`config.mk`:
```
export PLATFORM = sky130hd
export DESIGN_NAME = tx_arb_ctrl
export DESIGN_NICKNAME = d
export VERILOG_FILES = /design/src/rtl/tx_arb_ctrl.sv
export SDC_FILE = /design/constraint.sdc
export NUM_CORES = 1
export LEC_CHECK = 0
export ABC_CLOCK_PERIOD_IN_PS = 1800
export CAP_MARGIN = 20
export CORE_ASPECT_RATIO = 0.5
export CORE_MARGIN = 2
export CORE_UTILIZATION = 27
export CTS_CLUSTER_DIAMETER = 150
export DETAILED_ROUTE_END_ITERATION = 10
export PLACE_DENSITY = 0.79
export SYNTH_ARGS = -nofsm -noshare
export SYNTH_HDL_FRONTEND = slang
export SYNTH_SLANG_ARGS = --single-unit
```
`constraint.sdc`:
```
create_clock -name clk -period 1.8 [get_ports clk]
set_input_delay 0.36 -clock clk [delete_from_list [all_inputs] [get_ports clk]]
set_output_delay 0.36 -clock clk [all_outputs]
set_load 0.03 [all_outputs]
```
`src/rtl/tx_arb_ctrl.sv`:
```
// tx_arb_ctrl: round-robin tx port packet arbiter with beat watchdog (TX_ARB_PRIO_EN makes requester 0 strict-priority)
module tx_arb_ctrl #(
  parameter int NUM_REQ = 4,
  parameter int DATA_W = 32,
  parameter int MAX_BEATS = 256
) (
  input  logic                       clk,
  input  logic                       rst,
  input  logic [NUM_REQ-1:0]         req_valid,
  input  logic [NUM_REQ*DATA_W-1:0]  req_data,
  input  logic [NUM_REQ-1:0]         req_last,
  output logic [NUM_REQ-1:0]         req_ready,
  output logic                       tx_en,
  output logic [DATA_W-1:0]          tx_data,
  output logic                       tx_last,
  input  logic                       tx_rdy,
  output logic [$clog2(NUM_REQ)-1:0] grant_id,
  output logic                       busy,
  output logic                       wdog_err
);
  localparam int IW = $clog2(NUM_REQ);
  localparam int CW = $clog2(MAX_BEATS);
`ifdef TX_ARB_PRIO_EN
  localparam bit PRIO = 1'b1;
`else
  localparam bit PRIO = 1'b0;
`endif
  typedef enum logic {IDLE, XFER} state_t;
  state_t state_q, state_d;
  logic [IW-1:0] ptr_q, ptr_d, gid_q, gid_d, rr_sel, sel, idx;
  logic [CW-1:0] cnt_q, cnt_d;
  logic [DATA_W-1:0] g_data;
  logic wdog_q, wdog_d, rr_found, found, prio_win, xfer, beat, at_max, g_last;
  always_comb begin
    rr_sel = ptr_q;
    rr_found = 1'b0;
    idx = '0;
    for (int k = NUM_REQ; k >= 1; k--) begin
      idx = IW'((int'(ptr_q) + k) % NUM_REQ);
      if (req_valid[idx] && !(PRIO && idx == '0)) begin
        rr_sel = idx;
        rr_found = 1'b1;
      end
    end
    prio_win = PRIO && req_valid[0];
    sel = prio_win ? '0 : rr_sel;
    found = prio_win || rr_found;
  end
  always_comb begin
    g_data = '0;
    for (int i = 0; i < NUM_REQ; i++)
      if (gid_q == IW'(i)) g_data = req_data[i*DATA_W +: DATA_W];
  end
  always_comb begin
    xfer = state_q == XFER;
    at_max = cnt_q == CW'(MAX_BEATS - 1);
    g_last = req_last[gid_q];
    tx_en = xfer && req_valid[gid_q];
    tx_data = xfer ? g_data : '0;
    tx_last = xfer && (g_last || at_max);
    req_ready = xfer ? NUM_REQ'(tx_rdy) << gid_q : '0;
    beat = tx_en && tx_rdy;
    state_d = xfer ? ((beat && tx_last) ? IDLE : XFER) : (found ? XFER : IDLE);
    gid_d = (!xfer && found) ? sel : gid_q;
    ptr_d = (!xfer && found && !prio_win) ? sel : ptr_q;
    cnt_d = xfer ? cnt_q + CW'(beat) : '0;
    wdog_d = beat && at_max && !g_last;
  end
  assign busy = state_q == XFER;
  assign grant_id = gid_q;
  assign wdog_err = wdog_q;
  always_ff @(posedge clk) begin
    if (!rst) begin
      state_q <= IDLE;
      ptr_q <= IW'(NUM_REQ - 1);
      gid_q <= '0;
      cnt_q <= '0;
      wdog_q <= 1'b0;
    end else begin
      state_q <= state_d;
      ptr_q <= ptr_d;
      gid_q <= gid_d;
      cnt_q <= cnt_d;
      wdog_q <= wdog_d;
    end
  end
endmodule

```
==> metrics.txt <==
status finished with violations; failing checks negative setup slack; Site Rows 20; Power per Cell Area 521 nW/um2; CP startpoint kind flop; Max clock buf depth 2; CTS Buf Count 3; Worst Path Buf+Inv 4; htree depth 1; Initial Utilization 28.5%; post-synthesis cell count 163; Max Clk Rate 467 MHz; Final Cycle Share 119%; CP Capture Type output port; R2R Path End cnt_q[4]; Ys Warns 0; Max-cap violations 0; post-synth top area share 43.4%; WS Path Type flop to output port; clk_lat worst skew 0.25 ns; worst path arrival time 1.78 ns; DR pass1 iterations 4; Psw 0.745 mW; antenna diode count 0; hold slack 0.525 ns; initial antenna violation count 0; wire length per cell 21.4 um; CTS Sinks 14; routed wire length 10,200 um; Yosys top cell by area mux4_2; CTS tree done; Critical R2R Launch grant_id[0]; relative slew slack 73.8%; via count 2,442; die height 61.2 um; Sw Share 32.3%; top cells by area, synth mux4_2, dfxtp_1, and2_1; post-synthesis sequential area ratio 15.9%; Die X 118 um; worst hold stages 2; part of the power in combinational logic 66.0%; die area 7240 um2; Avg Cell Area, Syn 10.8 um2; Design Power 2.31 mW; final-stage net count 530; HP Class flop to flop; delay-heaviest family, CP multiplexers; Cell Area, Synth 1760 um2; layout cells sized above 1 46.9%; core area 6180 um2; filler cell count 406; Top cell by count, worst path buf_12; Root Buffer clkbuf_16; Synth Area in Compound Gates 5.32%; number of port buffers 180; FF-to-FF path depth 9; worst slew pin tran 0.392 ns; largest net degree at the start of global routing 19; critical-path cell list buf_12, buf_12, buf_4, mux4_2, and2_4, buf_6; Pleak 1.75 nW; clock share of power 19.0%; final hold vios 0; R2R Setup Slk -0.18 ns; slowest CP cell mux4_2; endpoints failing setup 42; CTS Hold Bufs 0; sequential power share 15.0%; simple-gate area share of the yosys netlist 25.5%; post-layout minimum cycle time 2.14 ns; overall routing resource usage 23.6%; Post-Synth Adder-Cell Area 1.42%; IO Pins 181; main combinational cell family by area after synthesis multiplexers; residual DRC count 0; vias in the first global route 2,370; total congestion overflow 0; RSZ-0062 raised after global routing yes; post-synthesis mux area share 44.9%; synthesis-to-layout area growth 151%; Cell Int Power 1.56 mW; Hold Startpoint cnt_q[5]; #FFs+latches synth 14; final worst setup slack -0.341 ns; Worst Path Required 1.44 ns; dpl hpwl 7590 um; CP max FO 6; first-pass GRT wire length 12,800 um; Via density 5.13; Cell variety after synth 32; RePlAce Congestion 0.825; Clk pin slew, worst setup/hold paths 0.05 ns; Post-Syn Nets 304; 1st-iter DRT viols 148; Max Slew Vio Count 0; Post-DRT Antenna Nets 0; xor/xnor share of the synthesized area 1.99%; Peak VDD IR 328 uV; Clock Skews 0.000434 ns; Hold EP cnt_q[5]; CP max stage delay 0.50 ns
-- final cells by class --
| cell class | instances | area (um2) | area share (%) |
|---|---|---|---|
| clock buffers | 4 | 78.8 | 1.78 |
| inverters | 1 | 3.75 | 0.0848 |
| multi-input cells | 135 | 1560 | 35.2 |
| flip-flops and latches | 14 | 287 | 6.47 |
| well taps | 88 | 110 | 2.49 |
| repair buffers | 234 | 2390 | 54.0 |
-- layer usage --
layer	wire length (um)	share of wire (%)	vias to the layer above	track usage [%]
met3	340	3.3	24	2.59
met1	3880	38	1256	28.2
met4	266	2.6	0	7.06
met5	0	0	-	0
met2	5680	56	78	46.7
li1	-	-	1084	-
-- worst min-delay path: stages, from the launching register on --
cell,delay [ns]
dfxtp_1,0.33
o21ai_0,0.08
a21oi_1,0.06
-- Yosys cell counts, drive strengths merged --
cell / number
mux4: 35
xor2: 3
nor3: 2
buf: 8
ha: 2
nand2b: 6
nand2: 4
nor2b: 3
a21boi: 1
o21a: 1
o211ai: 2
nor2: 13
clkbuf: 5
nand4: 2
nor4bb: 1
xnor2: 1
inv: 1
dfxtp: 14
nand3: 6
a31oi: 1
nor4: 1
and2: 33
and4b: 1
o31ai: 1
a21oi: 3
and3: 4
o21ai: 7
or3: 2
-- through the flow --
step	util (%)	worst slack (ns)	TNS [ns]	area, um2	cells
final	71.6	-0.341	-10.13	4430	476
after global placement	62.9	-0.621	-13.76	3890	451
after CTS	69.0	-0.351	-10.58	4270	468
after detailed placement	62.9	-0.625	-14.58	3890	451
after global routing	71.6	-0.370	-11.69	4430	476
after floorplan	-	-0.0273	-0.0913	1850	163
-- worst max path at each step --
stage	slack [ns]	from	end	cells past startpoint
floorplan	-0.03	busy	req_ready[2]	4
global placement	-0.62	req_data[1]	tx_data[1]	4
detailed placement	-0.62	req_data[33]	tx_data[1]	4
CTS	-0.35	grant_id[0]	tx_data[8]	5
global route	-0.37	grant_id[0]	tx_data[1]	6
finish	-0.34	grant_id[0]	tx_data[18]	6
-- registers in the layout, indices dropped and copies added (netlist names) --
register  flops
cnt_q         8
grant_id      2
ptr_q         2
busy          1
wdog_err      1
-- kinds of logic (layout without fill, tap and decap cells) --
family                     after synthesis  count (layout)
buffers and inverters                   14             239
adders and majority gates                2               2
muxes                                   35              35
xor gates and xnor gates                 4               4
DFF                                     14              14
AOI/OAI and AO/OA                       16              16
and+or+nand+nor                         78              78
-- what timing repair did --
item | in CTS | in global routing
resized for setup | 138 | 30
gates cloned | 1 | 0
pin swaps | 26 | 20
setup endpoints to repair | 41 | 45
endpoints found under the hold margin | 0 | 0
setup buffers | 12 | 8
-- placed cells by master (no fill, tap or decap), types with 5 or more instances in the layout --
master,count
dfxtp_1,11
nand2b_1,6
nor2_1,13
buf_4,38
and2_4,32
clkdlybuf4s50_1,138
buf_6,49
mux4_2,35
buf_12,5
-- power by group through the flow --
stage               Sequential [mW]  Combinational (mW)  Clock [mW]
finish                        0.346                1.52       0.439
global route                  0.347                1.58       0.462
CTS                           0.351                1.43       0.426
detailed placement            0.354                1.28           0
global placement              0.353                1.26           0
floorplan                     0.355               0.665           0
No activity file was read; power rests on OpenSTA's default activity.
